===== src/rtl/cpu_wb_pkg.sv =====
// Writeback shared definitions: core widths, load funct3 codes and
// the writeback source select encoding.
package cpu_wb_pkg;

    localparam int CPU_XLEN          = 32;
    localparam int CPU_GREGIDX_WIDTH = 5;
    localparam int CPU_GREG_COUNT    = 1 << CPU_GREGIDX_WIDTH;

    localparam logic [2:0] CPU_LD_LB  = 3'b000;
    localparam logic [2:0] CPU_LD_LH  = 3'b001;
    localparam logic [2:0] CPU_LD_LW  = 3'b010;
    localparam logic [2:0] CPU_LD_LBU = 3'b100;
    localparam logic [2:0] CPU_LD_LHU = 3'b101;

    typedef enum logic [1:0] {
        SRC_NONE = 2'd0,
        SRC_ALU  = 2'd1,
        SRC_FIFO = 2'd2,
        SRC_BYP  = 2'd3
    } wb_src_e;

endpackage


===== src/rtl/cpu_wb_fifo.sv =====
// Small synchronous FIFO holding extended load results {idx, data}
// that could not be written back in the cycle they were accepted.
module cpu_wb_fifo #(
    parameter int W     = 37,
    parameter int DEPTH = 2,
    parameter int CW    = $clog2(DEPTH) + 1
) (
    input  logic          clk,
    input  logic          reset_n,
    input  logic          push,
    input  logic [W-1:0]  push_dat,
    input  logic          pop,
    output logic [W-1:0]  head,
    output logic [CW-1:0] count
);

    localparam int PW = $clog2(DEPTH);

    logic [W-1:0]  mem [DEPTH];
    logic [PW-1:0] wr_ptr;
    logic [PW-1:0] rd_ptr;

    assign head = mem[rd_ptr];

    // Entry storage; contents are only read while counted valid.
    always_ff @(posedge clk) begin
        if (push) begin
            mem[wr_ptr] <= push_dat;
        end
    end

    // Pointers and occupancy; depth is a power of two so pointers wrap.
    always_ff @(posedge clk or negedge reset_n) begin
        if (!reset_n) begin
            wr_ptr <= '0;
            rd_ptr <= '0;
            count  <= '0;
        end else begin
            if (push) wr_ptr <= wr_ptr + 1'b1;
            if (pop)  rd_ptr <= rd_ptr + 1'b1;
            count <= count + CW'(push) - CW'(pop);
        end
    end

endmodule


===== src/rtl/cpu_wb_ctrl.sv =====
// Writeback controller: merges ALU results and load responses onto the
// register-file write port and tracks registers with loads in flight.
module cpu_wb_ctrl
    import cpu_wb_pkg::*;
#(
    parameter int XLEN       = CPU_XLEN,
    parameter int IDX_W      = CPU_GREGIDX_WIDTH,
    parameter int FIFO_DEPTH = 2
) (
    input  logic             clk,
    input  logic             reset_n,
    input  logic             alu_valid,
    output logic             alu_ready,
    input  logic [IDX_W-1:0] alu_rd_idx,
    input  logic [XLEN-1:0]  alu_dat,
    input  logic             lsu_issue,
    input  logic [IDX_W-1:0] lsu_issue_rd,
    input  logic             lsu_valid,
    output logic             lsu_ready,
    input  logic [IDX_W-1:0] lsu_rd_idx,
    input  logic [2:0]       lsu_funct3,
    input  logic [1:0]       lsu_addr_lo,
    input  logic [XLEN-1:0]  lsu_rdata,
    input  logic             wb_hold,
    input  logic [IDX_W-1:0] rs1_idx,
    input  logic [IDX_W-1:0] rs2_idx,
    output logic             rs1_busy,
    output logic             rs2_busy,
    output logic             rd_wen,
    output logic [IDX_W-1:0] rd_idx,
    output logic [XLEN-1:0]  rd_dat
);

    localparam int CW   = $clog2(FIFO_DEPTH) + 1;
    localparam int NREG = 1 << IDX_W;
    localparam int EW   = IDX_W + XLEN;

    logic [7:0]       ld_b;
    logic [15:0]      ld_h;
    logic [XLEN-1:0]  ld_ext;
    logic             lsu_acc;
    logic             fifo_push;
    logic             fifo_pop;
    logic             fifo_empty;
    logic [EW-1:0]    fifo_head;
    logic [CW-1:0]    fifo_count;
    wb_src_e          src;
    logic [IDX_W-1:0] wr_idx;
    logic [XLEN-1:0]  wr_dat;
    logic             rd_ld_q;
    logic [NREG-1:0]  busy_q;
    logic [NREG-1:0]  busy_nxt;

    assign ld_b = lsu_rdata[{lsu_addr_lo, 3'b000} +: 8];
    assign ld_h = lsu_rdata[{lsu_addr_lo[1], 4'b0000} +: 16];

    // Align and extend load data as it is accepted.
    always_comb begin
        ld_ext = lsu_rdata;
        case (lsu_funct3)
            CPU_LD_LB:  ld_ext = {{(XLEN-8){ld_b[7]}}, ld_b};
            CPU_LD_LH:  ld_ext = {{(XLEN-16){ld_h[15]}}, ld_h};
            CPU_LD_LBU: ld_ext = {{(XLEN-8){1'b0}}, ld_b};
            CPU_LD_LHU: ld_ext = {{(XLEN-16){1'b0}}, ld_h};
            default:    ld_ext = lsu_rdata;
        endcase
    end

    assign alu_ready  = !wb_hold;
    assign fifo_empty = (fifo_count == '0);
    assign lsu_ready  = (fifo_count < CW'(FIFO_DEPTH));
    assign lsu_acc    = lsu_valid && lsu_ready;

    // Pick this cycle's write source: ALU, then buffered loads, then bypass.
    always_comb begin
        src = SRC_NONE;
        if (!wb_hold) begin
            if (alu_valid)        src = SRC_ALU;
            else if (!fifo_empty) src = SRC_FIFO;
            else if (lsu_acc)     src = SRC_BYP;
        end
    end

    assign fifo_pop  = (src == SRC_FIFO);
    assign fifo_push = lsu_acc && (src != SRC_BYP);

    // Mux the selected result onto the write bus.
    always_comb begin
        wr_idx = '0;
        wr_dat = '0;
        unique case (1'b1)
            (src == SRC_ALU): begin
                wr_idx = alu_rd_idx;
                wr_dat = alu_dat;
            end
            (src == SRC_FIFO): begin
                wr_idx = fifo_head[EW-1:XLEN];
                wr_dat = fifo_head[XLEN-1:0];
            end
            (src == SRC_BYP): begin
                wr_idx = lsu_rd_idx;
                wr_dat = ld_ext;
            end
            default: ;
        endcase
    end

    cpu_wb_fifo #(
        .W     (EW),
        .DEPTH (FIFO_DEPTH),
        .CW    (CW)
    ) u_fifo (
        .clk      (clk),
        .reset_n  (reset_n),
        .push     (fifo_push),
        .push_dat ({lsu_rd_idx, ld_ext}),
        .pop      (fifo_pop),
        .head     (fifo_head),
        .count    (fifo_count)
    );

    // Register the write port; x0 writes retire silently.
    always_ff @(posedge clk or negedge reset_n) begin
        if (!reset_n) begin
            rd_wen  <= 1'b0;
            rd_idx  <= '0;
            rd_dat  <= '0;
            rd_ld_q <= 1'b0;
        end else begin
            rd_wen  <= (src != SRC_NONE) && (wr_idx != '0);
            rd_ld_q <= (src == SRC_FIFO) || (src == SRC_BYP);
            if (src != SRC_NONE) begin
                rd_idx <= wr_idx;
                rd_dat <= wr_dat;
            end
        end
    end

    // Scoreboard update: clear on load writeback, set on issue (set wins).
    always_comb begin
        busy_nxt = busy_q;
        if (rd_wen && rd_ld_q) busy_nxt[rd_idx] = 1'b0;
        if (lsu_issue && (lsu_issue_rd != '0)) busy_nxt[lsu_issue_rd] = 1'b1;
        busy_nxt[0] = 1'b0;
    end

    // Scoreboard state.
    always_ff @(posedge clk or negedge reset_n) begin
        if (!reset_n) busy_q <= '0;
        else          busy_q <= busy_nxt;
    end

    assign rs1_busy = busy_q[rs1_idx];
    assign rs2_busy = busy_q[rs2_idx];

endmodule

===== config.mk =====
export PLATFORM = sky130hd
export DESIGN_NAME = cpu_wb_ctrl
export DESIGN_NICKNAME = d
export VERILOG_FILES = /design/src/rtl/cpu_wb_pkg.sv /design/src/rtl/cpu_wb_fifo.sv /design/src/rtl/cpu_wb_ctrl.sv
export SDC_FILE = /design/constraint.sdc
export NUM_CORES = 1
export LEC_CHECK = 0
export ABC_AREA = 1
export BUFFER_PORTS_ARGS = -buffer_cell sky130_fd_sc_hd__buf_2
export CAP_MARGIN = 25
export CORE_MARGIN = 5
export CORE_UTILIZATION = 51
export CTS_CLUSTER_SIZE = 12
export DETAILED_ROUTE_END_ITERATION = 10
export PLACE_DENSITY = 0.85
export SLEW_MARGIN = 20
export SYNTH_ARGS = -nofsm -noshare
export SYNTH_HDL_FRONTEND = slang
export SYNTH_SLANG_ARGS = --single-unit

===== constraint.sdc =====
create_clock -name clk -period 6.2 [get_ports clk]
set_input_delay 0.93 -clock clk [delete_from_list [all_inputs] [get_ports clk]]
set_output_delay 0.93 -clock clk [all_outputs]
set_load 0.01 [all_outputs]

==> metrics <==
Pleak=4.39 nW; number of setup violations in the final report=0; Max-cap violations=0; Max rail drop VDD=0.000208 V; share of final-layout standard cells stronger than drive strength 1=0.214; die area=18200 um^2; clock root buffer=clkbuf_16; share of Yosys cell area claimed by the top area cell type=0.280; ANT cells=0; CTS tree=done; final hold viol count=0; final-layout setup total negative slack=0 ns; arrival time worst endpoint=2.24 ns; number of resized instances in the post-cts repair step=0; source-to-sink clock delay at the later pin of the worst-skew pair=0.43 ns; worst reg2reg endpoint=u_fifo.mem[0][27]; via count of the first global-routing pass=6978; clock-pin slew reported for the worst setup and hold paths after clock tree synthesis=0.06 ns; cell taking the most area after synthesis=edfxtp_1; # hold bufs at CTS=0; GRT Overall Usage=0.249; post-synthesis instance area=7950 um^2; Synth-to-Final Area Change=18.1%; most frequent cells in the layout=nand2_1, buf_2, o21ai_0, inv_1, nand3_1; I/O Pins=142; detail-routed net length per standard cell=17.0 um; Most used DFF post-synth=edfxtp_1; Post-CTS Repair Setup Buffers=0; Crit. End Element=primary output; worst r2r src=u_fifo.count[1]; largest net degree at the start of global routing=75; commonest non-fill, non-tap cell in the layout=nand2_1; Max Clk Rate=0.315 GHz; ratio of routed vias to standard cells=5.50; overall via count from detail_route=7185; category of the worst setup path launch point=input port; Die W=135 um; number of synthesized flops with an enable pin=74; maximum root-to-sink buffer count=2; number of clock buffers inserted by TritonCTS=17; violation count after the first detailed-route iteration=584; Final period util=0.512; synthesized netlist cell count=959; net count after synthesis=1061; min-delay worst type=input port to asynchronous set/reset pin; syn avg cell area=8.29 um^2; Relative slew margins=0.556; Worst Path Required=5.27 ns; flops & latches, synth=148; area taken by flip-flops and latches=4080 um^2; standard-cell rows=45; 1st-pass router iterations=5; sequential-to-total area share from yosys stat=0.513; status=completed; PortBufs=141; final net count=1185; WL final=22.2 mm; initial antenna violation count=1; top post-synthesis cells by area=edfxtp_1, dfrtp_1, nand2_1; critical path peak fanout=17; worst reg-to-reg setup slack=4.02 ns; clk_skew=0.00981 ns; area of the placeable core=15300 um^2; Final min period=3.17 ns; Setup Crit Path Kind=input port to primary output; starting density of the core=0.521; Pwr Density=367 nW/um^2; measured slew at the worst slew-check pin=0.665 ns; number of placed cells counting well taps=1273; Layout Utilization=0.615; multi-input gate area in the final layout=3250 um^2; number of cells traversed by the worst register-to-register path=9; DRC violations left=0; grt ovf=0; Cell variety after synth=34; max-slew violation count=0; fraction of registers with async set or reset after synthesis=0.500; RSZ-0062 raised after global routing=false; dpl hpwl=15.3 mm; placer's final routability congestion estimate=0.988; count of non-filler cells in the finished layout=1307; fill cell instance count of the final layout=1283; CTS sink cnt=148; final antenna-violating net count=0; first-pass GRT wire length=35.5 mm; yosys synthesis warning count=0; vertical die dimension=135 um; H-tree level count=4
cell usage after synthesis, types with 10 or more instances:
library cell,number
nand4_1,16
o21ai_0,97
a21oi_2,11
nand2_1,281
clkbuf_1,10
buf_2,19
nand3_2,16
nor2_1,68
inv_1,94
dfrtp_1,74
a21oi_1,17
buf_4,10
nand3_1,89
edfxtp_1,74
o211ai_1,28
layer usage:
layer  GRT usage  routed length (um)
met2       0.411               10800
met4      0.0967                 630
met1       0.319                9060
met3      0.0577                1710
met5           0                   7
worst max path at each step:
| stage | slack, ns | end | cells after the start | from |
|---|---|---|---|---|
| floorplan | 2.77 | u_fifo.mem[1][0] | 7 | wb_hold |
| detailed placement | 3.04 | rs2_busy | 11 | rs2_idx[0] |
| finish | 3.03 | rs2_busy | 11 | rs2_idx[0] |
| global route | 2.88 | rs1_busy | 10 | rs1_idx[0] |
| global placement | 3.06 | rs2_busy | 11 | rs2_idx[0] |
| CTS | 3.04 | rs2_busy | 11 | rs2_idx[0] |
stage by stage:
step                      total power [mW]  cell area, um^2  setup WS [ns]  hold WS, ns
after CTS                             3.44             9340           3.04        0.504
after global placement                2.38             8710           3.06        0.482
after floorplan                       2.07             7950           2.77        0.474
after detailed placement              2.43             8760           3.04        0.489
final                                 3.45             9390           3.03        0.474
after global routing                  3.64             9390           2.88        0.504
layout make-up:
type | count | area share
Clock buffer | 21 | 0.0480
Clock inverter | 11 | 0.0139
Inverter | 99 | 0.0401
Multi-Input combinational cell | 667 | 0.346
Sequential cell | 148 | 0.434
Tap cell | 211 | 0.0281
Timing Repair Buffer | 150 | 0.0901
power by group:
part,switching [mW],internal (mW)
sequential,0.180,1.31
combinational,0.610,0.330
clock,0.407,0.604
total,1.20,2.25
kinds of logic (layout without fill, tap and decap cells):
| family | count (synthesis) | count (layout) | synth area share |
|---|---|---|---|
| xor gates and xnor gates | 3 | 3 | 0.00331 |
| buffers and inverters | 144 | 281 | 0.0811 |
| adders and majority gates | 2 | 2 | 0.00315 |
| DFF | 148 | 148 | 0.513 |
| and+or+nand+nor | 495 | 495 | 0.276 |
| AOI/OAI and AO/OA | 166 | 166 | 0.123 |
| muxes | 1 | 1 | 0.00142 |
worst max-delay path: stages:
cell and delay (ns):
buf_2 0.28, inv_1 0.30, nand2_1 0.13, nand3_1 0.07, nand3_1 0.10, nand2_1 0.07
nand2_1 0.06, nand2_1 0.04, nand2_1 0.06, nand2_1 0.05, buf_2 0.13
state kept, by name (all words and copies together), names as in the netlist:
name	count
rd_idx	5
u_fifo.wr_ptr	1
rd_ld_q	1
u_fifo.mem	74
busy_q	31
u_fifo.rd_ptr	1
u_fifo.count	2
rd_dat	32
rd_wen	1
(Power assumes the default switching activity.)
